File: config.mk
export PLATFORM = sky130hd
export DESIGN_NAME = gps_axi_lite_slave_regs
export DESIGN_NICKNAME = d
export VERILOG_FILES = /design/src/rtl/gps_axi_lite_slave_regs.sv
export SDC_FILE = /design/constraint.sdc
export NUM_CORES = 1
export LEC_CHECK = 0
export CORE_UTILIZATION = 46
export CTS_CLUSTER_SIZE = 14
export DETAILED_ROUTE_END_ITERATION = 10
export PLACE_DENSITY_LB_ADDON = 0.1
export SLEW_MARGIN = 5
export SYNTH_ARGS = -nofsm -noshare
export SYNTH_HDL_FRONTEND = slang
export SYNTH_SLANG_ARGS = --single-unit
export TNS_END_PERCENT = 100
File: constraint.sdc
create_clock -name ACLK -period 3.5 [get_ports ACLK]
set_input_delay 0.7 -clock ACLK [delete_from_list [all_inputs] [get_ports ACLK]]
set_output_delay 0.7 -clock ACLK [all_outputs]
set_load 0.02 [all_outputs]
File: src/rtl/gps_axi_lite_slave_regs.sv
// AXI4-Lite register file for the GPS core: write commits one cycle after the later AW/W handshake,
// reads answer one cycle after AR; each response holds until accepted and blocks new requests on its channel.
module gps_axi_lite_slave_regs #(
  parameter int C_S_AXI_DATA_WIDTH = 32,
  parameter int C_S_AXI_ADDR_WIDTH = 5,
  parameter int NUM_REGS           = 4
) (
  input  logic                                   ACLK,
  input  logic                                   ARESETN,
  input  logic [C_S_AXI_ADDR_WIDTH-1:0]          S_AXI_AWADDR,
  input  logic [2:0]                             S_AXI_AWPROT,
  input  logic                                   S_AXI_AWVALID,
  output logic                                   S_AXI_AWREADY,
  input  logic [C_S_AXI_DATA_WIDTH-1:0]          S_AXI_WDATA,
  input  logic [C_S_AXI_DATA_WIDTH/8-1:0]        S_AXI_WSTRB,
  input  logic                                   S_AXI_WVALID,
  output logic                                   S_AXI_WREADY,
  output logic [1:0]                             S_AXI_BRESP,
  output logic                                   S_AXI_BVALID,
  input  logic                                   S_AXI_BREADY,
  input  logic [C_S_AXI_ADDR_WIDTH-1:0]          S_AXI_ARADDR,
  input  logic [2:0]                             S_AXI_ARPROT,
  input  logic                                   S_AXI_ARVALID,
  output logic                                   S_AXI_ARREADY,
  output logic [C_S_AXI_DATA_WIDTH-1:0]          S_AXI_RDATA,
  output logic [1:0]                             S_AXI_RRESP,
  output logic                                   S_AXI_RVALID,
  input  logic                                   S_AXI_RREADY,
  output logic [NUM_REGS*C_S_AXI_DATA_WIDTH-1:0] reg_out,
  output logic [NUM_REGS-1:0]                    reg_wr_pulse
);

  localparam int DW     = C_S_AXI_DATA_WIDTH;
  localparam int STRB_W = C_S_AXI_DATA_WIDTH / 8;
  localparam int IDX_W  = C_S_AXI_ADDR_WIDTH - 2;
  localparam logic [1:0] RESP_OKAY   = 2'b00;
  localparam logic [1:0] RESP_SLVERR = 2'b10;

  logic [NUM_REGS-1:0][DW-1:0] regs;

  logic              ready_en;
  logic              aw_held;
  logic              w_held;
  logic [IDX_W-1:0]  aw_idx_q;
  logic [DW-1:0]     w_data_q;
  logic [STRB_W-1:0] w_strb_q;

  logic              aw_hs;
  logic              w_hs;
  logic              ar_hs;
  logic              commit;
  logic [IDX_W-1:0]  wr_idx;
  logic [DW-1:0]     wr_data;
  logic [STRB_W-1:0] wr_strb;
  logic              wr_ok;
  logic [IDX_W-1:0]  ar_idx;
  logic              rd_ok;
  logic [DW-1:0]     rd_word;
  logic              unused_bits;

  assign unused_bits = ^{S_AXI_AWPROT, S_AXI_ARPROT, S_AXI_AWADDR[1:0], S_AXI_ARADDR[1:0]};

  // ready_en keeps all READYs low until the first edge after reset release
  assign S_AXI_AWREADY = ready_en & ~aw_held & ~S_AXI_BVALID;
  assign S_AXI_WREADY  = ready_en & ~w_held  & ~S_AXI_BVALID;
  assign S_AXI_ARREADY = ready_en & ~S_AXI_RVALID;

  assign aw_hs = S_AXI_AWVALID & S_AXI_AWREADY;
  assign w_hs  = S_AXI_WVALID  & S_AXI_WREADY;
  assign ar_hs = S_AXI_ARVALID & S_AXI_ARREADY;

  // Bypass the holding registers so the commit lands on the edge of the later handshake
  assign commit  = (aw_held | aw_hs) & (w_held | w_hs);
  assign wr_idx  = aw_held ? aw_idx_q : S_AXI_AWADDR[C_S_AXI_ADDR_WIDTH-1:2];
  assign wr_data = w_held  ? w_data_q : S_AXI_WDATA;
  assign wr_strb = w_held  ? w_strb_q : S_AXI_WSTRB;
  assign wr_ok   = int'(wr_idx) < NUM_REGS;

  assign ar_idx  = S_AXI_ARADDR[C_S_AXI_ADDR_WIDTH-1:2];
  assign rd_ok   = int'(ar_idx) < NUM_REGS;

  always_comb begin
    rd_word = '0;
    for (int k = 0; k < NUM_REGS; k++) begin
      if (int'(ar_idx) == k) rd_word = regs[k];
    end
  end

  assign reg_out = regs;

  always_ff @(posedge ACLK or negedge ARESETN) begin
    if (!ARESETN) begin
      ready_en     <= 1'b0;
      aw_held      <= 1'b0;
      w_held       <= 1'b0;
      aw_idx_q     <= '0;
      w_data_q     <= '0;
      w_strb_q     <= '0;
      S_AXI_BVALID <= 1'b0;
      S_AXI_BRESP  <= RESP_OKAY;
      reg_wr_pulse <= '0;
      regs         <= '0;
    end else begin
      ready_en     <= 1'b1;
      reg_wr_pulse <= '0;
      if (commit) begin
        aw_held      <= 1'b0;
        w_held       <= 1'b0;
        S_AXI_BVALID <= 1'b1;
        S_AXI_BRESP  <= wr_ok ? RESP_OKAY : RESP_SLVERR;
        for (int k = 0; k < NUM_REGS; k++) begin
          if (int'(wr_idx) == k && |wr_strb) begin
            reg_wr_pulse[k] <= 1'b1;
            for (int b = 0; b < STRB_W; b++) begin
              if (wr_strb[b]) regs[k][8*b +: 8] <= wr_data[8*b +: 8];
            end
          end
        end
      end else begin
        if (aw_hs) begin
          aw_held  <= 1'b1;
          aw_idx_q <= S_AXI_AWADDR[C_S_AXI_ADDR_WIDTH-1:2];
        end
        if (w_hs) begin
          w_held   <= 1'b1;
          w_data_q <= S_AXI_WDATA;
          w_strb_q <= S_AXI_WSTRB;
        end
        if (S_AXI_BVALID && S_AXI_BREADY) S_AXI_BVALID <= 1'b0;
      end
    end
  end

  // Read data is sampled at the AR handshake, so a same-cycle write is not visible
  always_ff @(posedge ACLK or negedge ARESETN) begin
    if (!ARESETN) begin
      S_AXI_RVALID <= 1'b0;
      S_AXI_RDATA  <= '0;
      S_AXI_RRESP  <= RESP_OKAY;
    end else if (ar_hs) begin
      S_AXI_RVALID <= 1'b1;
      S_AXI_RDATA  <= rd_ok ? rd_word : '0;
      S_AXI_RRESP  <= rd_ok ? RESP_OKAY : RESP_SLVERR;
    end else if (S_AXI_RVALID && S_AXI_RREADY) begin
      S_AXI_RVALID <= 1'b0;
    end
  end

endmodule
==> impl_metrics.tcl, run 1 <==
set metrics [dict create \
    ys_types 35 \
    yosys.area.top_type "dfrtp_1" \
    fin_cells 1083 \
    grt_use_total_pct 23.7 \
    clk_pin_slew_worst_paths_ns 0.06 \
    via_per_inst 5.48 \
    crit_start "w_held" \
    ys_top_cells_by_area "dfrtp_1 56%, mux2_2 22%, mux4_2 7.7%, a22o_1 3.0%, nand3_4 3.0%" \
    clock.fmax_mhz 344 \
    antenna_found_initial 2 \
    cp.arrival_ns 2.21 \
    ys_warn_count 0 \
    area_growth_pct 34.6 \
    clock-sinks 210 \
    nFillCells 1463 \
    leakagePower_nw 5.48 \
    slew_violations 0 \
    outcome "finished clean" \
    fp.coreArea_sq_mm 0.0198 \
    fin_util_pct 64.0 \
    slew_headroom_pct 36.2 \
    tns_ns 0 \
    synth_edf_count 0 \
    syn_inst 571 \
    dp_hpwl_mm 16.1 \
    cts_hold_buffers 0 \
    routed_wirelength_mm 24.1 \
    num_rows 51 \
    async_reset_ff_share_pct 100 \
    avgRoutedWirePerCell_microns 22.2 \
    path_class "reg2out" \
    post-route-drc-count 0 \
    drt_pass1_iterations 4 \
    final_nets 861 \
    post-cts-setup-buffers 0 \
    hp-class "in2async" \
    rsz0062_at_grt "false" \
    vias 5935 \
    stdcell_area_sq_mm 0.0127 \
    place_inst 1042 \
    cts_buffer_depth 3 \
    ios 232 \
    gp_congestion 0.762 \
    hold_ws_ns 0.199 \
    start_kind "flop" \
    synth_top_area_share_pct 55.9 \
    ys_seq_area_share_pct 55.9 \
    htreeDepth 1 \
    synthesis.area_per_instance_sq_um 16.5 \
    grt_overflow 0 \
    initial_core_util_pct 47.6 \
    endpoint_kind "primary output" \
    period_share_pct 83.1 \
    io_buffers 219 \
    cts_buffers 23 \
    maxCapViolCount 0 \
    cp.required_ns 2.80 \
    drt_iter0_markers 173 \
    cts_tree "built" \
    worstMarginPinSlew_ns 0.957 \
    setup_viol 0 \
    cts_resized 0 \
    clock_latency_ns 0.49 \
    peakVddDrop_uv 435 \
    regToRegStartpoint "w_held" \
    fin_skew_ns 0.00625 \
    hold_viol_final 0 \
    grt_pass1_wl_mm 38.5 \
    worst_r2r_path_depth 4 \
    critPathMaxFanout 34 \
    ys.flop_type "dfrtp_1" \
    grt_pass1_vias 6615 \
    root_buffer "clkbuf_16" \
    synth_seq_cells 210 \
    layout-drive-gt1-share_pct 36.8 \
    drtAntennaViolNets 0 \
    dieWidth_microns 145 \
    place_area_sq_mm 0.0119 \
    powerDensity_mw_per_mm2 838 \
    min_period_ns 2.91 \
    grt_max_degree 87 \
    die-area_sq_mm 0.0210 \
    chipHeight_microns 145 \
    netlist_area_sq_mm 0.00941 \
]
==> worst max-delay path, cell delays in order (launching register included) <==
cell and delay, ns:
dfrtp_2 1.00, nor2_1 0.13, clkdlybuf4s50_1 0.59
==> through the flow <==
stage | setup slack (ns) | power [W]
after floorplan | 1.39 | 0.00644
after global placement | 0.645 | 0.00820
after detailed placement | 0.574 | 0.00837
after CTS | 0.576 | 0.0107
after global routing | 0.518 | 0.0111
final | 0.590 | 0.0106
==> synth_stat cells (3+ instances only) <==
library cell / n
a211oi_4: 4
a21oi_1: 4
a22o_1: 32
buf_1: 3
buf_2: 7
buf_4: 3
buf_6: 3
clkbuf_1: 11
dfrtp_1: 210
mux2_1: 17
mux2_2: 185
mux2i_1: 4
mux4_2: 32
nand3_4: 16
nand3b_1: 5
nor2_1: 6
nor3_1: 3
==> layer usage <==
layer | share of wire [%] | vias to the layer above | global-route usage (%)
li1 | - | 2623 | -
met1 | 42 | 3106 | 30.8
met2 | 51 | 174 | 40.2
met3 | 5.8 | 32 | 4.78
met4 | 1.8 | 0 | 6.44
met5 | 0 | - | 0
==> state kept, by name (all words and copies together), names as in the netlist <==
signal        count
aw_idx_q          3
w_data_q         32
S_AXI_BRESP       1
aw_held           1
S_AXI_BVALID      1
w_strb_q          4
ready_en          1
w_held            1
S_AXI_RVALID      1
reg_out         128
S_AXI_RRESP       1
reg_wr_pulse      4
S_AXI_RDATA      32
==> power by group <==
part,switching [W],leakage [nW],internal [W]
Clock,0.000926,0.352,0.00137
Combinational,0.00202,2.37,0.00228
Sequential,0.000713,2.76,0.00329
==> cells in the final DEF, fill, tap and decap left out, drive strengths merged, types with 2 or more instances in the layout <==
| cell | count |
|---|---|
| diode | 2 |
| conb | 3 |
| clkbuf | 38 |
| buf | 15 |
| mux4 | 32 |
| dfrtp | 210 |
| a22o | 32 |
| nand3 | 18 |
| or3b | 2 |
| nand2 | 2 |
| nor4 | 2 |
| and3b | 2 |
| nor3 | 3 |
| a211oi | 4 |
| inv | 3 |
| mux2 | 202 |
| clkdlybuf4s50 | 216 |
| a22oi | 3 |
| nand3b | 5 |
| nor2 | 6 |
| a21oi | 4 |
| mux2i | 4 |
==> logic make-up after synthesis <==
group	after synthesis	share of synthesized area (%)
compound gates	48	5.09
buf+inv	30	1.65
flops	210	55.9
mux	238	32.3
other cells	2	0.0798
simple gates	43	5.05
==> path summary, 6_finish.rpt <==
| path | to | slack, ns |
|---|---|---|
| max reg2reg | reg_out[48] | 0.91 |
| min | S_AXI_RDATA[28] | 0.20 |
| min reg2reg | S_AXI_RDATA[7] | 0.50 |
| min in group ACLK | S_AXI_RDATA[7] | 0.50 |
| max | S_AXI_WREADY | 0.59 |
| max in group asynchronous | reg_out[82] | 2.29 |
==> final cells by class <==
cell class / instances / area [sq um] / share of cell area [%]
Antenna cell: 2 / 5.00 / 0.0395
Clock buffer: 37 / 708 / 5.59
Clock inverter: 2 / 12.5 / 0.0988
Inverter: 3 / 11.3 / 0.0890
Multi-Input combinational cell: 332 / 4010 / 31.7
Sequential cell: 210 / 5260 / 41.5
Tap cell: 265 / 332 / 2.62
Timing Repair Buffer: 232 / 2320 / 18.3
Power figures use the tool's default switching activity.
==> run 2, diff against run 1 <==
==> constraint.sdc (replaced) <==
create_clock -name ACLK -period 2.9 [get_ports ACLK]
set_input_delay 0.58 -clock ACLK [delete_from_list [all_inputs] [get_ports ACLK]]
set_output_delay 0.58 -clock ACLK [all_outputs]
set_load 0.02 [all_outputs]
==> run 2 against run 1 <==
Net effect:
- non-clock buffer count rose by 5
- global-route usage barely moved
- cell area barely moved
- sequential share of layout area barely moved
- sequential power rose by 20%
- first-iteration DRC count fell by 12%
- clock-buffer cell count fell by 7
- critical path depth did not move
- cell count barely moved
- clock skew rose by 0.0090 ns
- critical path type unchanged
- highest routed layer unchanged
==> impl_metrics.tcl, run 2 (synthesis results as in run 1) <==
set metrics [dict create \
    htreeDepth 1 \
    clock.fmax_mhz 385 \
    grt_pass1_vias 6496 \
    timing.rr.end "reg_out[93]" \
    grt_overflow 0 \
    via_per_inst 5.53 \
    setup_ws_ns 0.304 \
    post-route-drc-count 0 \
    avgRoutedWirePerCell_microns 22.6 \
    antenna_found_initial 0 \
    clock-sinks 210 \
    p_total_w 0.0128 \
    r2r_setup_slack_ns 0.56 \
    cts_tree "built" \
    multi_input_area_sq_mm 0.00401 \
    vias 5991 \
    layout-drive-gt1-share_pct 37.0 \
    min_period_ns 2.60 \
    die-area_sq_mm 0.0210 \
    worst_r2r_path_depth 4 \
    path_class "reg2out" \
    peakVddDrop_uv 524 \
    cp.arrival_ns 2.02 \
    grt_max_degree 67 \
    setup_viol 0 \
    io_buffers 219 \
    area_growth_pct 34.5 \
    clock_latency_ns 0.50 \
    slew_headroom_pct 53.9 \
    nFillCells 1458 \
    dp_hpwl_mm 16.4 \
    drtAntennaViolNets 0 \
    antenna_cells 0 \
    path_cells "nor2_1, clkdlybuf4s50_1" \
    dieWidth_microns 145 \
    initial_core_util_pct 47.6 \
    rsz0062_at_grt "false" \
    endpoint_kind "primary output" \
    drt_iter0_markers 152 \
    drt_pass1_iterations 5 \
    seq_area_sq_mm 0.00526 \
    ios 232 \
    slowest_delay_ns 0.82 \
    place_ws_ns 0.104 \
    hold_viol_final 0 \
    cts_buffers 23 \
    critPathMaxFanout 25 \
    fp.coreArea_sq_mm 0.0198 \
    start_kind "flop" \
    largest_reg_flops 128 \
    final_nets 866 \
    final_cell_mix "216 x clkdlybuf4s50_1, 209 x dfrtp_1, 185 x mux2_2" \
    cts_buffer_depth 3 \
    outcome "finished clean" \
    post-cts-setup-buffers 0 \
    regToRegStartpoint "w_held" \
    cp.required_ns 2.32 \
    tns_ns 0 \
    grt_use_total_pct 23.7 \
    worstMarginPinSlew_ns 0.692 \
    powerDensity_mw_per_mm2 1010 \
    root_buffer "clkbuf_16" \
    maxCapViolCount 0 \
    period_share_pct 89.5 \
    leakagePower_nw 5.50 \
    num_rows 51 \
    hold_ws_ns 0.0301 \
    grt_pass1_wl_mm 38.3 \
    cts_resized 0 \
    slew_violations 0 \
    critPathBufInv 1 \
    gp_congestion 0.795 \
    fin_skew_ns 0.0153 \
    crit_family "flip-flops" \
    hp-class "in2async" \
    routed_wirelength_mm 24.5 \
    cts_hold_buffers 0 \
    mostFrequentLayoutCell "clkdlybuf4s50_1" \
    slowest_stage "dfrtp_2" \
    chipHeight_microns 145 \
    clk_pin_slew_worst_paths_ns 0.06 \
]
run 2: changes by cell type in the layout (fill, tap and decap cells not counted), sizes merged:
cell      change
buf           +5
bufinv        +1
clkbuf        -7
clkinv        +5
clkinvlp      -1
diode         -2
run 2: through the flow:
step / util (%) / instance area (sq um) / cells
after floorplan: - / 9410 / 572
after global placement: 60.6 / 12000 / 1047
after detailed placement: 60.6 / 12000 / 1047
after CTS: 64.0 / 12700 / 1084
after global routing: 64.0 / 12700 / 1084
final: 64.0 / 12700 / 1084
run 2: layer usage:
layer  track usage, %  part of all wire (%)  up-vias  wire length [microns]
met5                0                     0        -                      0
met4             4.84                   1.1        0                    267
met3             4.94                   5.5       24                   1340
met2             41.6                    52      177                  12700
met1             30.2                    41     3159                  10200
li1                 -                     -     2631                      -
run 2: worst max path at each step:
stage | start | end | slack (ns) | cells past startpoint
2_1_floorplan | S_AXI_WSTRB[0] | reg_out[72] | 0.91 | 4
3_3_place_gp | S_AXI_AWADDR[3] | reg_out[86] | 0.18 | 5
3_5_place_dp | S_AXI_AWADDR[3] | reg_out[86] | 0.10 | 5
4_1_cts | w_held | S_AXI_WREADY | 0.29 | 2
5_1_grt | w_held | S_AXI_WREADY | 0.24 | 2
6_report | w_held | S_AXI_WREADY | 0.30 | 2
run 2: area by class of cell:
type	count	area share [%]
clock inverters	7	0.475
flip-flops and latches	210	41.5
well taps	265	2.62
clock buffers	30	4.83
inverters	3	0.0890
repair buffers	237	18.7
multi-input cells	332	31.7
run 2: where the power goes:
part	switching [W]	internal (W)
clock	0.00114	0.00156
combinational	0.00247	0.00277
sequential	0.000844	0.00398
